**src/rtl/alu_arbiter_if.sv**
```systemverilog
// Bus bundle between the two ALU requesters, the shared ALU and the arbiter.
// The arbiter connects through the slave modport; the environment
// (requesters, ALU, debug logic) connects through the master modport.
interface alu_arbiter_if #(
  parameter int WIDTH = 32,
  parameter int CNT_W = 16
);
  logic             req0_valid;
  logic             req0_ready;
  logic [WIDTH-1:0] req0_a;
  logic [WIDTH-1:0] req0_b;
  logic [2:0]       req0_ctrl;
  logic             resp0_valid;
  logic             resp0_ready;
  logic [WIDTH-1:0] resp0_result;
  logic             resp0_zero;

  logic             req1_valid;
  logic             req1_ready;
  logic [WIDTH-1:0] req1_a;
  logic [WIDTH-1:0] req1_b;
  logic [2:0]       req1_ctrl;
  logic             resp1_valid;
  logic             resp1_ready;
  logic [WIDTH-1:0] resp1_result;
  logic             resp1_zero;

  logic [WIDTH-1:0] alu_a;
  logic [WIDTH-1:0] alu_b;
  logic [2:0]       alu_ctrl;
  logic [WIDTH-1:0] alu_result;
  logic             alu_zero;

  logic [CNT_W-1:0] stall0_cnt;
  logic [CNT_W-1:0] stall1_cnt;

  modport slave (
    input  req0_valid, req0_a, req0_b, req0_ctrl, resp0_ready,
    input  req1_valid, req1_a, req1_b, req1_ctrl, resp1_ready,
    input  alu_result, alu_zero,
    output req0_ready, resp0_valid, resp0_result, resp0_zero,
    output req1_ready, resp1_valid, resp1_result, resp1_zero,
    output alu_a, alu_b, alu_ctrl,
    output stall0_cnt, stall1_cnt
  );

  modport master (
    output req0_valid, req0_a, req0_b, req0_ctrl, resp0_ready,
    output req1_valid, req1_a, req1_b, req1_ctrl, resp1_ready,
    output alu_result, alu_zero,
    input  req0_ready, resp0_valid, resp0_result, resp0_zero,
    input  req1_ready, resp1_valid, resp1_result, resp1_zero,
    input  alu_a, alu_b, alu_ctrl,
    input  stall0_cnt, stall1_cnt
  );
endinterface

```
**src/rtl/alu_arbiter.sv**
```systemverilog
// Round-robin arbiter sharing one combinational ALU between the EX stage
// (requester 0) and a helper unit (requester 1). Each requester owns a
// one-entry response register and a saturating stall counter for debug.
module alu_arbiter #(
  parameter int WIDTH = 32,
  parameter int CNT_W = 16
) (
  input logic          clk,
  input logic          rst,
  alu_arbiter_if.slave bus
);
  localparam logic [CNT_W-1:0] CntMax  = '1;
  localparam logic [CNT_W-1:0] CntOne  = CNT_W'(1);
  localparam logic [2:0]       CtrlAdd = 3'b010;

  logic             w_elig0;
  logic             w_elig1;
  logic             w_grant0;
  logic             w_grant1;

  logic             r_lastGrant;
  logic             r_resp0Valid;
  logic [WIDTH-1:0] r_resp0Result;
  logic             r_resp0Zero;
  logic             r_resp1Valid;
  logic [WIDTH-1:0] r_resp1Result;
  logic             r_resp1Zero;
  logic [CNT_W-1:0] r_stall0Cnt;
  logic [CNT_W-1:0] r_stall1Cnt;

  // A requester may win only if its response slot is empty or draining now;
  // on a tie the one that did not win last time goes, and nothing wins in reset.
  always_comb begin
    w_elig0  = bus.req0_valid && (!r_resp0Valid || bus.resp0_ready);
    w_elig1  = bus.req1_valid && (!r_resp1Valid || bus.resp1_ready);
    w_grant0 = !rst && w_elig0 && (!w_elig1 || r_lastGrant);
    w_grant1 = !rst && w_elig1 && (!w_elig0 || !r_lastGrant);
  end

  // Steer the winner's payload to the shared ALU; idle drive is 0 + 0 (ADD).
  always_comb begin
    bus.alu_a    = '0;
    bus.alu_b    = '0;
    bus.alu_ctrl = CtrlAdd;
    if (w_grant0) begin
      bus.alu_a    = bus.req0_a;
      bus.alu_b    = bus.req0_b;
      bus.alu_ctrl = bus.req0_ctrl;
    end else if (w_grant1) begin
      bus.alu_a    = bus.req1_a;
      bus.alu_b    = bus.req1_b;
      bus.alu_ctrl = bus.req1_ctrl;
    end
  end

  // Arbitration history, response capture/drain and stall accounting.
  always_ff @(posedge clk) begin
    if (rst) begin
      r_lastGrant   <= 1'b1;
      r_resp0Valid  <= 1'b0;
      r_resp0Result <= '0;
      r_resp0Zero   <= 1'b0;
      r_resp1Valid  <= 1'b0;
      r_resp1Result <= '0;
      r_resp1Zero   <= 1'b0;
      r_stall0Cnt   <= '0;
      r_stall1Cnt   <= '0;
    end else begin
      if (w_grant0) begin
        r_lastGrant <= 1'b0;
      end else if (w_grant1) begin
        r_lastGrant <= 1'b1;
      end

      if (w_grant0) begin
        r_resp0Valid  <= 1'b1;
        r_resp0Result <= bus.alu_result;
        r_resp0Zero   <= bus.alu_zero;
      end else if (r_resp0Valid && bus.resp0_ready) begin
        r_resp0Valid  <= 1'b0;
      end

      if (w_grant1) begin
        r_resp1Valid  <= 1'b1;
        r_resp1Result <= bus.alu_result;
        r_resp1Zero   <= bus.alu_zero;
      end else if (r_resp1Valid && bus.resp1_ready) begin
        r_resp1Valid  <= 1'b0;
      end

      if (bus.req0_valid && !w_grant0 && (r_stall0Cnt != CntMax)) begin
        r_stall0Cnt <= r_stall0Cnt + CntOne;
      end
      if (bus.req1_valid && !w_grant1 && (r_stall1Cnt != CntMax)) begin
        r_stall1Cnt <= r_stall1Cnt + CntOne;
      end
    end
  end

  assign bus.req0_ready   = w_grant0;
  assign bus.req1_ready   = w_grant1;
  assign bus.resp0_valid  = r_resp0Valid;
  assign bus.resp0_result = r_resp0Result;
  assign bus.resp0_zero   = r_resp0Zero;
  assign bus.resp1_valid  = r_resp1Valid;
  assign bus.resp1_result = r_resp1Result;
  assign bus.resp1_zero   = r_resp1Zero;
  assign bus.stall0_cnt   = r_stall0Cnt;
  assign bus.stall1_cnt   = r_stall1Cnt;
endmodule
```
**src/flat_wrapper.sv**
```systemverilog
// flat-port wrapper written by rule: the top's interface ports become plain ports
module alu_arbiter_flat 
#(
  parameter int WIDTH = 32,
  parameter int CNT_W = 16
)
  (clk, rst, bus_req0_valid, bus_req0_a, bus_req0_b, bus_req0_ctrl, bus_resp0_ready, bus_req1_valid, bus_req1_a, bus_req1_b, bus_req1_ctrl, bus_resp1_ready, bus_alu_result, bus_alu_zero, bus_req0_ready, bus_resp0_valid, bus_resp0_result, bus_resp0_zero, bus_req1_ready, bus_resp1_valid, bus_resp1_result, bus_resp1_zero, bus_alu_a, bus_alu_b, bus_alu_ctrl, bus_stall0_cnt, bus_stall1_cnt);
  alu_arbiter_if #(.WIDTH(WIDTH), .CNT_W(CNT_W)) bus_i ();
  input logic clk;
  input logic rst;
  input wire logic [$bits(bus_i.req0_valid)-1:0] bus_req0_valid;
  input wire logic [$bits(bus_i.req0_a)-1:0] bus_req0_a;
  input wire logic [$bits(bus_i.req0_b)-1:0] bus_req0_b;
  input wire logic [$bits(bus_i.req0_ctrl)-1:0] bus_req0_ctrl;
  input wire logic [$bits(bus_i.resp0_ready)-1:0] bus_resp0_ready;
  input wire logic [$bits(bus_i.req1_valid)-1:0] bus_req1_valid;
  input wire logic [$bits(bus_i.req1_a)-1:0] bus_req1_a;
  input wire logic [$bits(bus_i.req1_b)-1:0] bus_req1_b;
  input wire logic [$bits(bus_i.req1_ctrl)-1:0] bus_req1_ctrl;
  input wire logic [$bits(bus_i.resp1_ready)-1:0] bus_resp1_ready;
  input wire logic [$bits(bus_i.alu_result)-1:0] bus_alu_result;
  input wire logic [$bits(bus_i.alu_zero)-1:0] bus_alu_zero;
  output wire logic [$bits(bus_i.req0_ready)-1:0] bus_req0_ready;
  output wire logic [$bits(bus_i.resp0_valid)-1:0] bus_resp0_valid;
  output wire logic [$bits(bus_i.resp0_result)-1:0] bus_resp0_result;
  output wire logic [$bits(bus_i.resp0_zero)-1:0] bus_resp0_zero;
  output wire logic [$bits(bus_i.req1_ready)-1:0] bus_req1_ready;
  output wire logic [$bits(bus_i.resp1_valid)-1:0] bus_resp1_valid;
  output wire logic [$bits(bus_i.resp1_result)-1:0] bus_resp1_result;
  output wire logic [$bits(bus_i.resp1_zero)-1:0] bus_resp1_zero;
  output wire logic [$bits(bus_i.alu_a)-1:0] bus_alu_a;
  output wire logic [$bits(bus_i.alu_b)-1:0] bus_alu_b;
  output wire logic [$bits(bus_i.alu_ctrl)-1:0] bus_alu_ctrl;
  output wire logic [$bits(bus_i.stall0_cnt)-1:0] bus_stall0_cnt;
  output wire logic [$bits(bus_i.stall1_cnt)-1:0] bus_stall1_cnt;
  assign bus_i.req0_valid = bus_req0_valid;
  assign bus_i.req0_a = bus_req0_a;
  assign bus_i.req0_b = bus_req0_b;
  assign bus_i.req0_ctrl = bus_req0_ctrl;
  assign bus_i.resp0_ready = bus_resp0_ready;
  assign bus_i.req1_valid = bus_req1_valid;
  assign bus_i.req1_a = bus_req1_a;
  assign bus_i.req1_b = bus_req1_b;
  assign bus_i.req1_ctrl = bus_req1_ctrl;
  assign bus_i.resp1_ready = bus_resp1_ready;
  assign bus_i.alu_result = bus_alu_result;
  assign bus_i.alu_zero = bus_alu_zero;
  assign bus_req0_ready = bus_i.req0_ready;
  assign bus_resp0_valid = bus_i.resp0_valid;
  assign bus_resp0_result = bus_i.resp0_result;
  assign bus_resp0_zero = bus_i.resp0_zero;
  assign bus_req1_ready = bus_i.req1_ready;
  assign bus_resp1_valid = bus_i.resp1_valid;
  assign bus_resp1_result = bus_i.resp1_result;
  assign bus_resp1_zero = bus_i.resp1_zero;
  assign bus_alu_a = bus_i.alu_a;
  assign bus_alu_b = bus_i.alu_b;
  assign bus_alu_ctrl = bus_i.alu_ctrl;
  assign bus_stall0_cnt = bus_i.stall0_cnt;
  assign bus_stall1_cnt = bus_i.stall1_cnt;
  alu_arbiter #(.WIDTH(WIDTH), .CNT_W(CNT_W)) u_core (.clk(clk), .rst(rst), .bus(bus_i));
endmodule
```
**config.mk**
```make
export PLATFORM = sky130hd
export DESIGN_NAME = alu_arbiter_flat
export DESIGN_NICKNAME = d
export VERILOG_FILES = /design/src/rtl/alu_arbiter_if.sv /design/src/rtl/alu_arbiter.sv /design/src/flat_wrapper.sv
export SDC_FILE = /design/constraint.sdc
export NUM_CORES = 1
export LEC_CHECK = 0
export ABC_AREA = 1
export ABC_CLOCK_PERIOD_IN_PS = 3800
export CORE_AREA = 5 5 130 132
export DETAILED_ROUTE_END_ITERATION = 8
export DIE_AREA = 0 0 135 137
export HOLD_SLACK_MARGIN = 0.15
export PLACE_DENSITY = 0.74
export SYNTH_ARGS = -nofsm -noshare
export SYNTH_HDL_FRONTEND = slang
export SYNTH_SLANG_ARGS = --single-unit
```
**constraint.sdc**
```tcl
create_clock -name clk -period 3.8 [get_ports clk]
set_input_delay 0.57 -clock clk [delete_from_list [all_inputs] [get_ports clk]]
set_output_delay 0.57 -clock clk [all_outputs]
set_load 0.02 [all_outputs]
```
==> results of run 1 <==
kinds of logic after synthesis:
| family | after synthesis | synth area share (%) |
|---|---|---|
| buffers and inverters | 104 | 9.19 |
| xor gates and xnor gates | 14 | 2.47 |
| AOI/OAI and AO/OA | 120 | 17.1 |
| DFF | 101 | 40.7 |
| and+or+nand+nor | 369 | 30.0 |
| adders and majority gates | 2 | 0.503 |
synth_stat cells (3+ instances only):
cell,instances,share of area (%)
nand2_1,212,16
dfxtp_1,101,41
nor2_1,93,7.0
a22o_1,66,12
inv_1,63,4.8
o21ai_0,50,5.0
nand3_1,49,4.9
buf_2,20,2.0
xor2_1,12,2.1
nand4_1,6,0.76
buf_1,5,0.38
clkbuf_1,5,0.38
buf_6,4,0.91
inv_2,4,0.30
nand2_2,4,0.50
buf_4,3,0.45
power groups by stage:
stage / Combinational, mW / Sequential (mW) / Clock (mW)
floorplan: 0.321 / 1.32 / 0
global placement: 0.938 / 1.23 / 0
detailed placement: 0.943 / 1.23 / 0
CTS: 0.947 / 1.21 / 0.933
global route: 1.01 / 1.22 / 0.981
finish: 0.939 / 1.21 / 0.911
worst max-delay path by stage:
stage                     from       endpoint  slack [ns]  depth (start not counted)
2_1_floorplan  bus_resp1_ready  bus_alu_a[10]        1.74                          8
3_5_place_dp   bus_resp1_ready   bus_alu_b[1]        0.50                         10
5_1_grt        bus_resp1_ready   bus_alu_b[1]        0.35                         10
6_report       bus_resp1_ready   bus_alu_b[1]        0.49                         10
3_3_place_gp    bus_req1_valid   bus_alu_b[1]        0.50                          8
4_1_cts        bus_resp1_ready   bus_alu_b[1]        0.50                         10
critical path, cell delays in order:
cell and delay, ns:
clkdlybuf4s50_1 0.46, inv_1 0.04, nand2_1 0.09, nand2_1 0.06
nor2_1 0.14, nand2_2 0.08, inv_2 0.12, buf_12 0.27
a22o_1 0.24, clkdlybuf4s50_1 0.65
flip-flops by register name, summed over array words and instances, names as in the netlist:
signal,flops
u_core.bus.resp0_result,32
u_core.bus.resp0_valid,1
u_core.bus.resp0_zero,1
u_core.bus.resp1_result,32
u_core.bus.resp1_valid,1
u_core.bus.resp1_zero,1
u_core.bus.stall0_cnt,16
u_core.bus.stall1_cnt,16
u_core.r_lastGrant,1
cell type report:
| cell class | count | area (sq um) |
|---|---|---|
| fill | 1445 | 6770 |
| clock inverter | 6 | 55.1 |
| sequential | 101 | 2020 |
| tap | 216 | 270 |
| timing repair buffer | 349 | 3500 |
| inverter | 67 | 251 |
| clock buffer | 10 | 239 |
| multi-input combinational | 505 | 2490 |
metrics by stage:
step / util, % / cells / setup WS (ns) / area (sq um)
6_report: 56.6 / 1254 / 0.487 / 8830
5_1_grt: 56.6 / 1254 / 0.353 / 8830
4_1_cts: 56.6 / 1254 / 0.499 / 8830
3_5_place_dp: 54.7 / 1238 / 0.498 / 8530
3_3_place_gp: 54.7 / 1238 / 0.501 / 8530
2_1_floorplan: - / 710 / 1.74 / 4970
routing by layer:
layer	vias to the layer above	wire length, um
li1	2940	-
met1	2580	9330
met2	214	9620
met3	17	1910
met4	6	145
met5	-	41
==> out/qor.csv, run 1 <==
metric,value,unit
hp-class,reg -> reg,
combPwrFrac,30.7,%
dp_hpwl,16.9,mm
insertion_delay,0.34,ns
cts_tree,built,
synth-edff-count,0,
hold_slack,0.447,ns
htreeDepth,3,
ys_seq_elements,101,
synth_cell_type_count,26,
hold_viol,0,
p_clk_share,29.8,%
clk_pin_slew,0.07,ns
min_path_cells,2,
antenna_found_initial,3,
path_class,in -> out,
diodes,0,
ys.flop_type,dfxtp_1,
fin_tns_setup,0,ns
syn_inst,710,
pwr-share-seq,39.5,%
status,completed,
dieArea,0.0185,sq mm
max_freq,0.302,GHz
clock_path_buffers,2,
drt_pass1_iterations,4,
r2r_slack,1.61,ns
wire_per_inst,16.8,um
core-area,0.0156,sq mm
gp_congestion,0.856,
rows,46,
portBuffers,341,
drc,0,
cap_violations,0,
gr-usage-met1,29.7,%
power_density,346,mW/mm^2
ioPinCount,342,
relSlewSlack,55.4,%
avgSynthCellArea,7.00,sq um
cts-root-buf,clkbuf_16,
final_common_cell,clkdlybuf4s50_1,
grt_pass1_wl,31.2,mm
syn_nets,885,
start_kind,primary input,
worst_ep_required_time,3.23,ns
switchingPower,958,uW
reg2regPathDepth,10,
nNetsFinal,1208,
worstHoldEndpoint,u_core.bus.resp1_result[5]$_SDFFE_PP0N_,
crit_arrival,2.74,ns
grt_remaining_overflow,0,
drt_iter0_markers,372,
final_cell_mix,"clkdlybuf4s50_1, nand2_1, dfxtp_1",
min_from,u_core.bus.resp1_result[5]$_SDFFE_PP0N_,
intPower,2.10,mW
postRouteAntennaNets,0,
r2r-end,u_core.bus.stall0_cnt[4]$_SDFFE_PP0P_,
yosysSeqAreaShare,40.7,%
viasPerCell,4.59,
ir_drop,0.210,mV
netlist_area,0.00497,sq mm
start_util,31.9,%
r2r-start,u_core.bus.resp0_valid$_SDFFE_PP0P_,
busiest_layer,met2,
crit_path_end_kind,primary output,
rsz0062_at_grt,no,
use_met2,33.8,%
p_leak,3.72,nW
ys_warn_count,0,
grt_pass1_vias,5446,
cts_num_sinks,101,
cts.repair.resized,0,
p_sw_share,31.3,%
post_cts_buffers,0,
vias,5757,
met3_usage,7.65,%
crit_fanout,64,
drive_gt1_share,3.37,%
cts_buffers,9,
fin_skew,0.00935,ns
fin_crit,3.31,ns
synthArstFlopShare,0,%
wirelength,21.1,mm
slew_violations,0,
tightest_slew,0.669,ns
final-setup-viol-count,0,
min_period_over_period,87.2,%
finalPower,3.06,mW
track_usage,21.7,%
dieHeight,137,um
grt_max_degree,65,
holdBufCountCts,0,
fp.dieW,135,um
syn2layout_area_growth,77.6,%
No activity file was read; power rests on OpenSTA's default activity.
==> run 2, diff against run 1 <==
- SLEW_MARGIN: default -> 5
==> results of run 2 <==
Final layout, timing and power as in run 1 (identical DEF).
